[config.mk]
export PLATFORM = sky130hd
export DESIGN_NAME = ps2_key_decoder
export DESIGN_NICKNAME = d
export VERILOG_FILES = /design/src/rtl/ps2_key_decoder.sv
export SDC_FILE = /design/constraint.sdc
export NUM_CORES = 1
export LEC_CHECK = 0
export CORE_ASPECT_RATIO = 1.5
export CORE_MARGIN = 2
export CORE_UTILIZATION = 35
export DETAILED_ROUTE_END_ITERATION = 8
export GPL_ROUTABILITY_DRIVEN = 0
export PLACE_DENSITY = 0.56
export SLEW_MARGIN = 20
export SYNTH_ARGS = -nofsm -noshare
export SYNTH_HDL_FRONTEND = slang
export SYNTH_SLANG_ARGS = --single-unit
export TNS_END_PERCENT = 5
[constraint.sdc]
create_clock -name CLOCK_50 -period 3.1 [get_ports CLOCK_50]
set_input_delay 0.62 -clock CLOCK_50 [delete_from_list [all_inputs] [get_ports CLOCK_50]]
set_output_delay 0.62 -clock CLOCK_50 [all_outputs]
set_load 0.02 [all_outputs]
[src/rtl/ps2_key_decoder.sv]
// PS/2 scan-code decoder: tracks E0/F0 prefixes, held game keys, and emits one
// stretched pulse per genuine key press (typematic repeats and breaks never retrigger).
module ps2_key_decoder #(
  parameter int PULSE_CYCLES = 4,
  parameter int TIMEOUT      = 250000
) (
  input  logic       CLOCK_50,
  input  logic       reset,
  input  logic [7:0] ps2_key_data,
  input  logic       ps2_key_pressed,
  output logic       arrowUp,
  output logic       arrowDown,
  output logic       arrowL,
  output logic       arrowR,
  output logic       select,
  output logic [4:0] heldKeys,
  output logic [7:0] lastCode,
  output logic       lastExt
);

  localparam int CW = $clog2(PULSE_CYCLES + 1);
  localparam int TW = $clog2(TIMEOUT);
  localparam logic [CW-1:0] PULSE_LOAD   = CW'(PULSE_CYCLES);
  localparam logic [TW-1:0] TIMEOUT_LAST = TW'(TIMEOUT - 1);
  localparam logic [7:0]    CODE_EXT     = 8'hE0;
  localparam logic [7:0]    CODE_BRK     = 8'hF0;

  typedef enum logic [1:0] {
    IDLE,
    EXT,
    BRK,
    EXT_BRK
  } state_t;

  state_t        state;
  logic [TW-1:0] timeout_cnt;
  logic [CW-1:0] pulse_cnt  [5];
  logic [CW-1:0] cnt_next   [5];
  logic [4:0]    pulse_q;
  logic [4:0]    key_match;
  logic [4:0]    held_next;
  logic          in_ext;
  logic          in_brk;
  logic          is_terminal;

  // Key index order matches heldKeys: {select, R, L, Down, Up}.
  // NOTE: every signal driven from always_comb gets a default first, so no path leaves it unassigned and no latch is inferred.
  always_comb begin
    in_ext      = (state == EXT) || (state == EXT_BRK);
    in_brk      = (state == BRK) || (state == EXT_BRK);
    is_terminal = (ps2_key_data != CODE_EXT) && (ps2_key_data != CODE_BRK);
    key_match   = '0;
    if (ps2_key_pressed && is_terminal) begin
      case (ps2_key_data)
        8'h75:   key_match[0] = 1'b1;
        8'h72:   key_match[1] = 1'b1;
        8'h6B:   key_match[2] = 1'b1;
        8'h74:   key_match[3] = 1'b1;
        8'h29:   key_match[4] = !in_ext;
        default: key_match    = '0;
      endcase
    end
  end

  // A make only loads the stretcher when the key was not already held.
  always_comb begin
    held_next = heldKeys;
    for (int i = 0; i < 5; i++) begin
      cnt_next[i] = pulse_cnt[i];
      if (key_match[i]) held_next[i] = !in_brk;
      if (key_match[i] && !in_brk && !heldKeys[i]) begin
        cnt_next[i] = PULSE_LOAD;
      end else if (pulse_cnt[i] != '0) begin
        cnt_next[i] = pulse_cnt[i] - CW'(1);
      end
    end
  end

  // NOTE: sequential state uses non-blocking assignments so every register samples pre-edge values.
  always_ff @(posedge CLOCK_50) begin
    if (reset) begin
      // NOTE: the stretch counters are a small register array, not RAM, so resetting every element is cheap and required.
      for (int i = 0; i < 5; i++) pulse_cnt[i] <= '0;
      state       <= IDLE;
      timeout_cnt <= '0;
      pulse_q     <= '0;
      heldKeys    <= '0;
      lastCode    <= '0;
      lastExt     <= 1'b0;
    end else begin
      for (int i = 0; i < 5; i++) begin
        pulse_cnt[i] <= cnt_next[i];
        pulse_q[i]   <= (cnt_next[i] != '0);
      end
      heldKeys <= held_next;

      if (ps2_key_pressed) begin
        timeout_cnt <= '0;
        if (ps2_key_data == CODE_EXT) begin
          state <= EXT;
        end else if (ps2_key_data == CODE_BRK) begin
          state <= in_ext ? EXT_BRK : BRK;
        end else begin
          state    <= IDLE;
          lastCode <= ps2_key_data;
          lastExt  <= in_ext;
        end
      end else if (state != IDLE) begin
        // An abandoned prefix drops back to IDLE without touching any output.
        if (timeout_cnt == TIMEOUT_LAST) begin
          state       <= IDLE;
          timeout_cnt <= '0;
        end else begin
          timeout_cnt <= timeout_cnt + TW'(1);
        end
      end else begin
        timeout_cnt <= '0;
      end
    end
  end

  assign arrowUp   = pulse_q[0];
  assign arrowDown = pulse_q[1];
  assign arrowL    = pulse_q[2];
  assign arrowR    = pulse_q[3];
  assign select    = pulse_q[4];

endmodule
# ---- Yosys cells after proc, flatten, opt, wreduce, memory -nomap -nowiden
# Memories as Yosys holds them, arrays and structs flattened.
# Cells that the tools add are included.
dict set report classes {
  n_lt_le_gt_ge 0
  div_mod_pow 0
  shifts 0
  n_reduce_logical 37
  n_eq_ne 13
  n_mux 30
  n_mul 0
  bitwise 8
  n_addsub 6
}
# operator count
set op_table {}
lappend op_table {{2-to-1 mux 3 bit} 15}
lappend op_table {{equality test 8 x 7 -> 1 bit, second input constant} 4}
lappend op_table {{nonzero test 3 bit} 10}
lappend op_table {{adder 18 x 1 -> 18 bit, second input constant} 1}
lappend op_table {{equality test 18 bit, second input constant} 1}
lappend op_table {{equality test 8 bit, second input constant} 2}
lappend op_table {{!= test 8 bit, second input constant} 2}
lappend op_table {{subtractor 3 x 1 -> 3 bit, second input constant} 5}
lappend op_table {{logical AND 1 bit} 12}
lappend op_table {{2-to-1 mux 2 bit} 5}
lappend op_table {{2-to-1 mux 1 bit} 9}
lappend op_table {{equality test 8 x 6 -> 1 bit, second input constant} 1}
lappend op_table {{logical NOT 1 bit} 7}
lappend op_table {{nonzero test 2 bit} 3}
lappend op_table {{2-to-1 mux 5 bit} 1}
lappend op_table {{bitwise OR 1 bit} 5}
lappend op_table {{equality test 2 bit, second input constant} 2}
lappend op_table {{OR reduction 4 bit} 1}
lappend op_table {{inverter 1 bit} 3}
lappend op_table {{AND reduction 3 bit} 1}
lappend op_table {{equality test 2 x 1 -> 1 bit, second input constant} 1}
lappend op_table {{logical OR 1 bit} 2}
lappend op_table {{AND reduction 2 bit} 1}
dict set report totals {
  regBits 39
  rom_bits 0
  output_inout_bits 19
  n_memories 1
  input_bits 11
  ramBits 15
  latch_bits 0
}
# name words width read_ports rd_clocked_by_memory_dff write_ports line_no
set mem_list {}
lappend mem_list {pulse_cnt 5 3 5 0 5 37} ;# logic [CW-1:0] pulse_cnt [5];

# ---- Longest topological paths before layout
dict set report logic_depth {
  depth_word 9
  ltp_mapped 6
  depth_no_buf 6
}

# ---- Least setup slack after synthesis
# OpenSTA, ideal clock, no wires.
dict set report synth_path {
  path_type {input to register}
  from {in ps2_key_data[3]}
  to {reg state[0]}
  cell_stages 4
  required_time_ns 3.014
  path_slack_ns 1.225
  n_path_buf 0
  setup_time_ns 0.086
  t_arrival_ns 1.788
  path_cell_list {nand4b_2 > or4b_4 > or2_0 > a221oi_2}
}
dict set report synth_between {
  elab_chain_cells 4
}
# item line_no
set synth_lines {}
lappend synth_lines {{start: declaration} 9} ;# input logic [7:0] ps2_key_data,
lappend synth_lines {{equality test 8 bit} 101} ;# end else if (ps2_key_data == CODE_BRK) begin
lappend synth_lines {{2-to-1 mux 2 bit} 101}
lappend synth_lines {{2-to-1 mux 2 bit *} 99} ;# if (ps2_key_data == CODE_EXT) begin
lappend synth_lines {{2-to-1 mux 2 bit *} 97} ;# if (ps2_key_pressed) begin
lappend synth_lines {{end signal: assignment} 102} ;# state <= in_ext ? EXT_BRK : BRK;
lappend synth_lines {{end: declaration} 35} ;# state_t state;
# Mark *: on every way between the ends. The rest lies on a longest branch, timed or not.
# A chain may end at the register's enable or synchronous reset.

# ---- Worst setup path in the final report
dict set report layout_path {
  from {in ps2_key_pressed}
  to {reg state[0]}
}
dict set report layout_between {
  elab_chain_cells 2
}
# item line_no
set layout_lines {}
lappend layout_lines {{start: declaration} 10} ;# input logic ps2_key_pressed,
lappend layout_lines {{nonzero test 2 bit (no line)} -}
lappend layout_lines {{AND reduction 2 bit (no line)} -}
# Several ways; a longest one is shown, not always the timed one.

==> impl_metrics.env <==
export IMPL_outcome="finished clean"
export IMPL_maxCapViolCount=0
export IMPL_numCtsBuffers=5
export IMPL_slew_violations=0
export IMPL_ir_worst_vdd_mv=0.262
export IMPL_synth_edf_count=0
export IMPL_critical_path_endpoint_type="register"
export IMPL_r2r_start="timeout_cnt[0]"
export IMPL_layout_nets=343
export IMPL_viasPerCell=4.88
export IMPL_wl_per_cell_um=12.8
export IMPL_grt_pass1_wl_mm=9.22
export IMPL_cts_tree="done"
export IMPL_firstDrtPassIters=4
export IMPL_drt_iter0_drc=79
export IMPL_post_cts_resize_count=0
export IMPL_grt_pass1_vias=2012
export IMPL_hold_path_startpoint="lastCode[7]"
export IMPL_p_leak_nw=1.14
export IMPL_p_seq_share_pct=45.6
export IMPL_min_period_ns=2.22
export IMPL_clock_skew_ns=0.0150
export IMPL_cts_hold_buffers=0
export IMPL_p_per_area_mw_per_mm2=587
export IMPL_fin_tns_setup_ns=0
export IMPL_crit_path_max_fanout=10
export IMPL_relSlewSlack_pct=46.9
export IMPL_insertion_delay_ns=0.31
export IMPL_grt_max_degree=19
export IMPL_synthArstFlopShare_pct=0
export IMPL_crit_arrival_ns=2.46
export IMPL_clkSlewWorstSetupHoldPaths_ns=0.10
export IMPL_tightest_slew_ns=0.794
export IMPL_syn_cell_area_mm2=0.00259
export IMPL_multiInputGateArea_mm2=0.00135
export IMPL_vias=2033
export IMPL_yosys_warnings=0
export IMPL_hold_depth=2
export IMPL_clockPowerShare_pct=23.3
export IMPL_power_total_mw=1.80
export IMPL_die_width_um=74.2
export IMPL_sw_frac_of_total_pct=31.3
export IMPL_dpl_hpwl_mm=4.01
export IMPL_fp_dieArea_mm2=0.00811
export IMPL_synth_seq_cells=54
export IMPL_row_count=38
export IMPL_grt_antenna_before_repair=0
export IMPL_fin_crit_sh_pct=71.7
export IMPL_num_antenna_cells=0
export IMPL_ios=30
export IMPL_min_to="lastCode[7]"
export IMPL_yosysSeqAreaShare_pct=41.8
export IMPL_grtUsageMet1_pct=16.4
export IMPL_gr_total_overflow=0
export IMPL_drtAntennaViolNets=0
export IMPL_max_freq_ghz=0.450
export IMPL_top_usage_layer="met2"
export IMPL_layout_filler_cells=718
export IMPL_layout_drive_gt1_share_pct=6.62
export IMPL_clockBufferDepth=2
export IMPL_area_growth_pct=18.5
export IMPL_r2r_cells=5
export IMPL_syn_num_nets=311
export IMPL_use_met2_pct=27.0
export IMPL_pwr_share_comb_pct=31.1
export IMPL_track_usage_pct=14.6
export IMPL_rsz0062_at_grt="no"
export IMPL_r2r_end="timeout_cnt[11]"
export IMPL_internal_power_mw=1.23
export IMPL_hold_path_class="register to register"
export IMPL_switching_power_mw=0.563
export IMPL_startpoint_type="input pin"
export IMPL_routed_wl_mm=5.32
export IMPL_cts_htree_levels=2
export IMPL_start_util_pct=36.0
export IMPL_setup_viol=0
export IMPL_hold_worst_slack_ns=0.451
export IMPL_drc=0
export IMPL_setup_ws_ns=0.877
export IMPL_met3_usage_pct=3.12
export IMPL_netlist_instances=284
export IMPL_reg2reg_slack_ns=0.99
export IMPL_post_cts_setup_buffers=0
export IMPL_dp_slack_ns=0.550
export IMPL_path_class="input pin to register"
export IMPL_seqCellArea_mm2=0.00108
export IMPL_cts_root_buf="clkbuf_8"
export IMPL_clkSinkCount=54
export IMPL_die_height_um=109
export IMPL_synth_distinct_cells=47
export IMPL_coreArea_mm2=0.00718
export IMPL_port_buffers=29
export IMPL_cp_required_ns=3.33
export IMPL_postSynthAreaPerCell_um2=9.11
export IMPL_hold_violations=0
export IMPL_ys_flop_type="dfxtp_1"
-- routing by layer --
| layer | routed length, µm | share of wire [%] | vias to the layer above |
|---|---|---|---|
| met4 | 55 | 1.0 | 0 |
| met5 | 0 | 0 | - |
| li1 | - | - | 1042 |
| met3 | 166 | 3.1 | 5 |
| met1 | 2300 | 43 | 958 |
| met2 | 2800 | 53 | 28 |
-- synth_stat cells, types with 2 or more instances --
cell type | number | area share (%)
and4bb_2 | 2 | 0.97
xnor2_1 | 7 | 2.4
a21oi_1 | 17 | 3.3
nor2b_1 | 5 | 1.2
a31o_2 | 2 | 0.68
o31ai_1 | 2 | 0.58
nand4_1 | 5 | 1.2
nor4bb_1 | 2 | 0.77
clkbuf_1 | 2 | 0.29
and3_1 | 6 | 1.5
dfxtp_1 | 54 | 42
buf_6 | 2 | 0.87
o21ai_0 | 6 | 1.2
mux2i_1 | 7 | 2.7
nor2_1 | 33 | 4.8
nand2_1 | 15 | 2.2
nor4_1 | 4 | 0.97
nand3_1 | 12 | 2.3
or3_1 | 2 | 0.48
xor2_1 | 11 | 3.7
nor3b_1 | 5 | 1.5
or4_1 | 2 | 0.58
and4_1 | 4 | 1.4
nor3_1 | 9 | 1.7
o21a_1 | 2 | 0.58
o31a_1 | 2 | 0.68
inv_1 | 29 | 4.2
ha_1 | 16 | 7.7
-- flip-flops by register name, indices dropped and copies added, names as in the netlist --
register / count
timeout_cnt: 18
pulse_cnt: 15
lastCode: 8
heldKeys: 5
pulse_q: 5
state: 2
lastExt: 1
-- logic make-up after synthesis --
kind of cell,count (synthesis),share of synthesized area [%]
xor+xnor,18,6.09
buf+inv,35,6.19
fa+ha+maj,16,7.74
flops,54,41.8
compound gates,40,10.9
mux,7,2.71
simple gates,114,24.6
-- cell usage in the layout (no fill, tap or decap), drive strengths merged, types with 2 or more instances in the layout --
| cell | synthesis | routed |
|---|---|---|
| or3 | 2 | 2 |
| nor3b | 5 | 5 |
| and4 | 4 | 4 |
| nand3 | 12 | 12 |
| buf | 3 | 2 |
| xor2 | 11 | 11 |
| o31ai | 2 | 2 |
| o21a | 2 | 2 |
| clkbuf | 3 | 6 |
| nor2 | 33 | 33 |
| nor2b | 5 | 5 |
| and4bb | 2 | 2 |
| mux2i | 7 | 7 |
| inv | 29 | 30 |
| nor4bb | 2 | 2 |
| xnor2 | 7 | 7 |
| a31o | 2 | 2 |
| nor3 | 9 | 9 |
| o41ai | 2 | 2 |
| o31a | 2 | 2 |
| or4 | 2 | 2 |
| ha | 16 | 16 |
| o21ai | 6 | 6 |
| and3 | 6 | 6 |
| dfxtp | 54 | 54 |
| a21oi | 17 | 17 |
| nor4 | 5 | 5 |
| nand4 | 5 | 5 |
| clkdlybuf4s50 | 0 | 29 |
| nand2 | 15 | 15 |
-- power by group through the flow --
| stage | clock network (mW) | logic [mW] | registers (mW) |
|---|---|---|---|
| finish | 0.419 | 0.559 | 0.819 |
| global route | 0.475 | 0.638 | 0.831 |
| CTS | 0.445 | 0.568 | 0.821 |
| detailed placement | 0 | 0.562 | 0.837 |
| global placement | 0 | 0.553 | 0.836 |
| floorplan | 0 | 0.363 | 0.874 |
-- area by class of cell --
cell class	count	share of cell area (%)
Inverter	29	3.55
Multi-Input combinational cell	195	43.9
Tap cell	100	4.08
Clock buffer	6	2.69
Clock inverter	2	0.531
Sequential cell	54	35.3
Timing Repair Buffer	31	9.96
-- through the flow --
step	area, µm²	util [%]	cells
5_1_grt	3070	42.7	417
2_1_floorplan	2590	-	284
4_1_cts	3070	42.7	417
3_3_place_gp	2970	41.3	409
3_5_place_dp	2970	41.3	409
6_report	3070	42.7	417
-- how the worst max path moves through the flow --
| stage | start | end | cells after the start |
|---|---|---|---|
| after CTS | ps2_key_pressed | state[0] | 5 |
| after global placement | ps2_key_pressed | state[0] | 5 |
| after floorplan | ps2_key_data[3] | state[0] | 4 |
| final | ps2_key_pressed | state[0] | 5 |
| after detailed placement | ps2_key_pressed | state[0] | 5 |
| after global routing | ps2_key_pressed | pulse_cnt[0][9] | 5 |
-- worst max-delay path, cell delays in order --
cell and delay [ns]:
clkdlybuf4s50_1 0.70, nor2b_1 0.21, or4b_4 0.49, or2_0 0.23, a221oi_2 0.20
(Power assumes the default switching activity.)
